**src/rtl/fsm_aire.sv**
```systemverilog
// Air-conditioner front-panel controller: a four-state menu FSM plus
// edge-detected buttons that adjust stored fan speed and temperature range.
module fsm_aire (
  input  logic       clock,
  input  logic       reset,
  input  logic       ON,
  input  logic       PB1,
  input  logic       PB2,
  input  logic       PB3,
  input  logic       PB4,
  input  logic [2:0] Ok,
  output logic [1:0] Led1,
  output logic [1:0] LCD1,
  output logic [2:0] LCD2,
  output logic [2:0] Led2
);

  // State codes double as the Led1 display encoding.
  localparam logic [1:0] ST_OFF   = 2'b00;
  localparam logic [1:0] ST_HOME  = 2'b01;
  localparam logic [1:0] ST_SPEED = 2'b10;
  localparam logic [1:0] ST_TEMP  = 2'b11;

  localparam logic [1:0] SPD_LOW  = 2'b01;
  localparam logic [1:0] SPD_HIGH = 2'b11;
  localparam logic [2:0] TMP_MIN  = 3'd1;
  localparam logic [2:0] TMP_MAX  = 3'd4;

  logic [1:0] r_state;
  logic [1:0] r_speed;
  logic [2:0] r_temp;
  logic [3:0] r_pb_prev;
  logic [1:0] r_led1;
  logic [1:0] r_lcd1;
  logic [2:0] r_lcd2;
  logic [2:0] r_led2;

  logic [1:0] w_next_state;
  logic [1:0] w_speed_nxt;
  logic [2:0] w_temp_nxt;
  logic [3:0] w_pb;
  logic [3:0] w_edge;

  assign w_pb   = {PB4, PB3, PB2, PB1};
  assign w_edge = w_pb & ~r_pb_prev;

  always_comb begin
    w_next_state = r_state;
    if (!ON) begin
      w_next_state = ST_OFF;
    end else begin
      case (r_state)
        ST_OFF:   w_next_state = ST_HOME;
        ST_HOME: begin
          if (Ok[2])                w_next_state = ST_HOME;
          else if (Ok[1:0] == 2'b00) w_next_state = ST_SPEED;
          else                      w_next_state = ST_TEMP;
        end
        ST_SPEED: begin
          if (Ok[2])                w_next_state = ST_HOME;
          else if (Ok[1:0] == 2'b10) w_next_state = ST_TEMP;
          else                      w_next_state = ST_SPEED;
        end
        ST_TEMP: begin
          if (Ok[2])      w_next_state = ST_HOME;
          else if (Ok[0]) w_next_state = ST_SPEED;
          else            w_next_state = ST_TEMP;
        end
        default: w_next_state = ST_OFF;
      endcase
    end
  end

  // Settings move only when the menu being entered or held owns them;
  // simultaneous up+down edges cancel.
  always_comb begin
    w_speed_nxt = r_speed;
    if (w_next_state == ST_SPEED) begin
      if (w_edge[0] && !w_edge[1] && r_speed != SPD_HIGH)
        w_speed_nxt = r_speed + 2'd1;
      else if (w_edge[1] && !w_edge[0] && r_speed != SPD_LOW)
        w_speed_nxt = r_speed - 2'd1;
    end
  end

  always_comb begin
    w_temp_nxt = r_temp;
    if (w_next_state == ST_TEMP) begin
      if (w_edge[2] && !w_edge[3] && r_temp != TMP_MAX)
        w_temp_nxt = r_temp + 3'd1;
      else if (w_edge[3] && !w_edge[2] && r_temp != TMP_MIN)
        w_temp_nxt = r_temp - 3'd1;
    end
  end

  always_ff @(posedge clock) begin
    if (!reset) begin
      r_state   <= ST_OFF;
      r_speed   <= SPD_LOW;
      r_temp    <= TMP_MIN;
      r_pb_prev <= 4'b0000;
      r_led1    <= 2'b00;
      r_lcd1    <= 2'b00;
      r_lcd2    <= 3'b000;
      r_led2    <= 3'b000;
    end else begin
      r_state   <= w_next_state;
      r_speed   <= w_speed_nxt;
      r_temp    <= w_temp_nxt;
      r_pb_prev <= w_pb;
      r_led1    <= w_next_state;
      // Displays blank in OFF; stored settings are kept regardless.
      if (w_next_state == ST_OFF) begin
        r_lcd1 <= 2'b00;
        r_lcd2 <= 3'b000;
        r_led2 <= 3'b000;
      end else begin
        r_lcd1 <= w_speed_nxt;
        r_lcd2 <= w_temp_nxt;
        r_led2 <= w_temp_nxt;
      end
    end
  end

  assign Led1 = r_led1;
  assign LCD1 = r_lcd1;
  assign LCD2 = r_lcd2;
  assign Led2 = r_led2;

endmodule

```
**config.mk**
```make
export PLATFORM = sky130hd
export DESIGN_NAME = fsm_aire
export DESIGN_NICKNAME = d
export VERILOG_FILES = /design/src/rtl/fsm_aire.sv
export SDC_FILE = /design/constraint.sdc
export NUM_CORES = 1
export LEC_CHECK = 0
export CORE_MARGIN = 4
export CORE_UTILIZATION = 49
export CTS_CLUSTER_SIZE = 12
export DETAILED_ROUTE_END_ITERATION = 8
export GPL_ROUTABILITY_DRIVEN = 1
export PLACE_DENSITY = 0.78
export SLEW_MARGIN = 20
export SYNTH_ARGS = -nofsm -noshare
export SYNTH_HDL_FRONTEND = slang
export SYNTH_SLANG_ARGS = --single-unit
```
**constraint.sdc**
```tcl
create_clock -name clock -period 2.5 [get_ports clock]
set_input_delay 0.625 -clock clock [delete_from_list [all_inputs] [get_ports clock]]
set_output_delay 0.625 -clock clock [all_outputs]
set_load 0.005 [all_outputs]
```
Word-level counts from Yosys, hierarchy flattened
Index checks and enable logic that the tools add are counted.
Widths: inputs -> output; s select.

word-level totals
  memories = 0
  memory bits (writable) = 0
  latch bits = 0
  bits in read-only memories = 0
  register bits = 16
  logic and storage cells = 53

cells by class
  bitwise logic cells = 3
  equality and inequality tests = 10
  add/subtract/negate cells = 4
  shift-type cells = 0
  reduce and logical (&&, ||, !) cells = 16
  multiplexer cells = 14
  multipliers = 0
  divide/modulo/power cells = 0
  $lt $le $gt $ge = 0

operators by type and width
  cell                 count
  $mux 2               7
  $eq 2x2->1 const B   5
  $mux 3               3
  $logic_and 1x1->1    8
  $pmux 2 s4           1
  $logic_not 2->1      3
  $and 4x4->4          1
  $logic_not 1->1      4
  $not 4->4            1
  $add 3x1->3 const B  1
  $mux 1               3
  $ne 3x1->1 const B   1
  $ne 3x3->1 const B   1
  $sub 3x1->3 const B  1
  $add 2x1->2 const B  1
  $eq 2x1->1 const B   1
  $ne 2x1->1 const B   1
  $ne 2x2->1 const B   1
  $reduce_or 2->1      1
  $sub 2x1->2 const B  1
  $not 1->1            1

Depth between registers and ports, before layout
Gate-level depths: netlist of run 1.

  depth in word-level cells = 8
  depth in mapped cells = 6

Least setup slack after synthesis of run 1
No wires, ideal clock.

  kind = input-to-reg
  start = in Ok[0]
  end = reg r_speed[0]
  path buffers = 0
  stages on the path = 4
  library setup time = 0.123 ns
  arrival time = 1.846 ns
  setup slack = 0.531 ns
  required time = 2.377 ns
  path through = or4b_4 > o22ai_4 > a21boi_4 > mux2_1

between the ends
  longest elaborated chain between the ends = 7
  elaborated cells between the ends (all ways) = 12
  classes of those cells = eq/ne: 2; mux: 9; reduce/logical: 1

ends and longest elaborated chain
  what                                           line    text
  start: declaration                             11      input logic [2:0] Ok,
  $eq 2x2->1 or $logic_not 2->1 (tied branches)  61, 56
  $mux 1 (on tied branches)                      61, 56
  $mux 2 (on tied branches)                      60, 55
  $pmux 2 s4 (*)                                 52      case (r_state)
  $mux 2 (*)                                     49      if (!ON) begin
  $eq 2x2->1 (*)                                 78      if (w_next_state == ST_SPEED) begin
  $mux 2 (*)                                     78
  end signal: assignment                         108     r_speed <= w_speed_nxt;
  end: declaration                               30      logic [1:0] r_speed;

Every way passes the cells marked *; elsewhere a longest branch is shown, timed or not.
A chain may end at the register's enable or synchronous reset.

Final worst setup path of run 1
  start = in ON
  end = reg r_temp[0]

between the ends
  longest elaborated chain between the ends = 3

ends and longest elaborated chain
  what                    line  text
  start: declaration      6     input logic ON,
  $mux 2                  49
  $eq 2x2->1              88    if (w_next_state == ST_TEMP) begin
  $mux 3                  88
  end signal: assignment  109   r_temp <= w_temp_nxt;
  end: declaration        31    logic [2:0] r_temp;

Every way passes these cells.

==> results of run 1 <==
## cells by family (layout without fill, tap and decap cells)
kind of cell	count (synthesis)	in the layout
AND/OR/NAND/NOR	48	48
adder cells (fa/ha/maj)	6	6
AO/OA/AOI/OAI	18	18
multiplexers	4	4
buffers and inverters	11	33
flip-flops	16	16
## through the flow
step	cells	util, %	hold WS [ns]	setup WS [ns]	power [µW]
2_1_floorplan	103	-	0.470	0.531	336
3_3_place_gp	147	65.4	0.496	0.0797	378
3_5_place_dp	147	65.4	0.515	0.0553	382
4_1_cts	150	66.7	0.526	0.356	513
5_1_grt	150	66.7	0.558	0.283	533
6_report	150	66.7	0.520	0.332	504
## synthesized netlist by cell type
master,n
a2111o_1,2
a21boi_2,1
a21boi_4,1
a21oi_1,3
a222oi_1,1
a22oi_1,1
a31oi_1,3
and2_1,5
buf_4,3
clkbuf_1,2
dfxtp_1,16
ha_1,6
inv_1,6
mux2_1,1
mux2_2,1
mux2i_1,2
nand2_1,11
nand2b_1,8
nand3_1,3
nand4_1,2
nor2_1,5
nor2b_1,3
nor3_1,4
nor4bb_1,1
o21a_1,1
o21ai_0,3
o21ba_2,1
o22ai_4,1
or2b_1,1
or3_1,3
or4_1,1
or4b_4,1
## cell usage in the layout, fill, tap and decap left out, types with 4 or more instances in the layout
cell | Yosys | routed
inv_1 | 6 | 6
clkdlybuf4s50_1 | 0 | 19
nor3_1 | 4 | 4
and2_1 | 5 | 5
nor2_1 | 5 | 5
dfxtp_1 | 16 | 16
nand2_1 | 11 | 11
ha_1 | 6 | 6
nand2b_1 | 8 | 8
buf_4 | 3 | 5
## state kept, by name, summed over array words and instances, names as in the netlist
name       flops
LCD1           2
r_speed        2
r_pb_prev      4
r_temp         3
Led1           2
Led2           3
## where the power goes
part,leakage (µW),switching (µW),internal (µW)
Sequential,0.000131,7.89,267
Clock,0.0000138,73.0,55.7
Combinational,0.000275,46.4,54.6
Total,0.000420,127,377
## worst min-delay path, stage by stage, from the launching register on
cell and delay [ns]:
dfxtp_1 0.36, nand2_1 0.07, mux2i_1 0.05
## per-layer routing
| layer | vias up | track usage (%) |
|---|---|---|
| met2 | 17 | 28.3 |
| met1 | 356 | 16.4 |
| li1 | 408 | - |
| met5 | - | 0 |
| met3 | 2 | 2.62 |
| met4 | 0 | 8.07 |
## final timing paths
check / end / depth (start not counted) / slack [ns]
max: r_temp[0]$_SDFF_PN1_ / 5 / 0.33
min: Led2[0]$_SDFF_PP0_ / 2 / 0.52
max reg2reg: r_speed[0]$_SDFF_PN1_ / 6 / 0.70
min reg2reg: Led2[0]$_SDFF_PP0_ / 2 / 0.52
## layout make-up
class	instances	area, µm²	area share, %
inverter	6	22.5	1.94
timing repair buffer	24	228	19.6
sequential	16	320	27.5
tap	25	31.3	2.69
clock buffer	3	22.5	1.94
multi-input combinational	76	539	46.3
==> metrics.txt, run 1 <==
# TYPE chip_impl_metric gauge
chip_impl_metric{name="port_buffers",unit=""} 19
chip_impl_metric{name="routed-wl-met2",unit="µm"} 900
chip_impl_metric{name="cp.arrival",unit="ns"} 2.34
chip_impl_metric{name="coreArea",unit="mm²"} 0.00175
chip_impl_metric{name="vias",unit=""} 783
chip_impl_metric{name="post_synth.cell_area_avg",unit="µm²"} 8.86
chip_impl_info{name="synth_top_area_cell",value="dfxtp_1"} 1
chip_impl_metric{name="design.final.nets",unit=""} 143
chip_impl_metric{name="synthMuxAreaShare",unit="%"} 4.66
chip_impl_metric{name="diodes",unit=""} 0
chip_impl_metric{name="die_height",unit="µm"} 51.1
chip_impl_metric{name="drt_iter0_drc",unit=""} 5
chip_impl_info{name="hold_path.class",value="flop to flop"} 1
chip_impl_metric{name="cts_sink_cnt",unit=""} 16
chip_impl_metric{name="detail_route.wl_per_cell",unit="µm"} 11.5
chip_impl_metric{name="design.die.area",unit="mm²"} 0.00262
chip_impl_metric{name="timing.critical_path.fanout_max",unit=""} 6
chip_impl_metric{name="hold_viol_final",unit=""} 0
chip_impl_metric{name="drt_drc_violations_left",unit=""} 0
chip_impl_metric{name="hold_buffers",unit=""} 0
chip_impl_metric{name="max_freq",unit="GHz"} 0.461
chip_impl_metric{name="timing.clock.skew",unit="ns"} 0.00203
chip_impl_metric{name="hpwl",unit="µm"} 1480
chip_impl_metric{name="leakage",unit="µW"} 0.000420
chip_impl_info{name="timing.critical_path.slowest_stage_cell",value="clkdlybuf4s50_1"} 1
chip_impl_metric{name="place_area",unit="mm²"} 0.00114
chip_impl_metric{name="wl_met1",unit="µm"} 727
chip_impl_info{name="top_sig_layer",value="met4"} 1
chip_impl_metric{name="cts_repair_resize_count",unit=""} 0
chip_impl_metric{name="global_route.overflow_total",unit=""} 0
chip_impl_metric{name="dr.pass1.iters",unit=""} 4
chip_impl_metric{name="first_global_vias",unit=""} 725
chip_impl_metric{name="worstPathRequired",unit="ns"} 2.67
chip_impl_info{name="run_status",value="finished, final reports clean"} 1
chip_impl_metric{name="core.rowCount",unit=""} 15
chip_impl_metric{name="final_report_max_slew_violation_count",unit=""} 0
chip_impl_metric{name="post-synth-top-area-fraction",unit="%"} 35.1
chip_impl_metric{name="worst_path_largest_cell_delay",unit="ns"} 0.54
chip_impl_metric{name="cell_area_after_layout",unit="mm²"} 0.00116
chip_impl_info{name="crit_chain",value="clkdlybuf4s50_1, nand2b_1, a2111o_1, a21oi_1, mux2_2"} 1
chip_impl_info{name="root_buffer",value="clkbuf_4"} 1
chip_impl_metric{name="area_growth",unit="%"} 27.6
chip_impl_metric{name="maxCapViolCount",unit=""} 0
chip_impl_metric{name="nFillCells",unit=""} 140
chip_impl_metric{name="floorplan.initialDensity",unit="%"} 52.3
chip_impl_metric{name="grt_pass1_wl",unit="µm"} 3020
chip_impl_metric{name="final_period_minus_worst_setup_slack",unit="ns"} 2.17
chip_impl_metric{name="yosys.area_share.adder",unit="%"} 8.23
chip_impl_metric{name="maxSlewHeadroom",unit="%"} 77.5
chip_impl_metric{name="cp.buffers_inverters",unit=""} 1
chip_impl_metric{name="clk_pin_slew_worst_paths",unit="ns"} 0.09
chip_impl_info{name="worst_setup_path_end_kind",value="flop"} 1
chip_impl_metric{name="yosysWarnings",unit=""} 0
chip_impl_metric{name="postSynthCellCount",unit=""} 103
chip_impl_metric{name="met3_wirelength",unit="µm"} 82
chip_impl_metric{name="ant_nets",unit=""} 0
chip_impl_metric{name="gr-usage-all-layers",unit="%"} 15.3
chip_impl_info{name="synthTopCellsByArea",value="dfxtp_1 (35%), ha_1 (8.2%), nand2b_1 (5.5%)"} 1
chip_impl_metric{name="setup_viol_count_final",unit=""} 0
chip_impl_metric{name="clk_latency",unit="ns"} 0.27
chip_impl_metric{name="io-pin-count",unit=""} 20
chip_impl_metric{name="post_synth_num_cell_types",unit=""} 32
chip_impl_metric{name="mappedNetlistArea",unit="µm²"} 912
chip_impl_info{name="path_class",value="primary input to flop"} 1
chip_impl_metric{name="mappedNetlistNets",unit=""} 119
chip_impl_metric{name="max-clock-path-buffers",unit=""} 2
chip_impl_metric{name="final_layout_size_suffix_gt1_share",unit="%"} 11.2
chip_impl_metric{name="gpl_wtd_cong",unit=""} 0.834
chip_impl_metric{name="max-vdd-ir-drop",unit="mV"} 0.282
chip_impl_info{name="tritoncts",value="yes"} 1
chip_impl_metric{name="vias_per_cell",unit=""} 5.22
chip_impl_info{name="main_combinational_cell_family_by_area_after_synthesis",value="simple AND/OR/NAND/NOR gates"} 1
chip_impl_info{name="worst_setup_path_startpoint",value="ON"} 1
chip_impl_metric{name="htree_levels",unit=""} 1
chip_impl_metric{name="ys_seq_area_share",unit="%"} 35.1
chip_impl_info{name="worstSetupStartpointType",value="primary input"} 1
chip_impl_metric{name="tritoncts.num_buffers",unit=""} 3
chip_impl_metric{name="fraction_of_synthesized_cell_area_in_xor_and_xnor_cells",unit="%"} 0
chip_impl_metric{name="detail_route.wirelength",unit="µm"} 1730
chip_impl_info{name="unrepaired_setup_endpoints_after_global_routing",value="no"} 1
chip_impl_metric{name="antenna_violations_before_repair",unit=""} 0
chip_impl_metric{name="cts.repair_timing.setup_buffer_count",unit=""} 0
chip_impl_info{name="r2r-start",value="r_speed[1]$_SDFF_PN0_"} 1
chip_impl_info{name="critical_path.top_delay_family",value="compound AO/OA/AOI/OAI gates"} 1
chip_impl_metric{name="synth_compound_gate_area_share",unit="%"} 17.1
chip_impl_metric{name="timing_worst_slew_pin_value",unit="ns"} 0.332
chip_impl_info{name="hold_path_startpoint",value="r_temp[0]$_SDFF_PN1_"} 1
chip_impl_metric{name="die_w",unit="µm"} 51.1
chip_impl_metric{name="grt_max_degree",unit=""} 9
chip_impl_metric{name="fin_crit_sh",unit="%"} 86.7
chip_impl_metric{name="synth_simple_gate_area_share",unit="%"} 29.1
chip_impl_metric{name="ffs_latches_synth",unit=""} 16
chip_impl_metric{name="timing.setup.tns",unit="ns"} 0
chip_impl_metric{name="powerDensity",unit="mW/mm²"} 433
Power figures use the tool's default switching activity.
==> run 2: changes to the inputs <==
--- a/config.mk
+++ b/config.mk
@@ -10,6 +10,7 @@
 export CTS_CLUSTER_SIZE = 12
 export DETAILED_ROUTE_END_ITERATION = 8
 export GPL_ROUTABILITY_DRIVEN = 1
+export HOLD_SLACK_MARGIN = 0.02
 export PLACE_DENSITY = 0.78
 export SLEW_MARGIN = 20
 export SYNTH_ARGS = -nofsm -noshare
==> results of run 2 <==
Same layout as run 1: the final DEF is identical, and so are final timing and power.
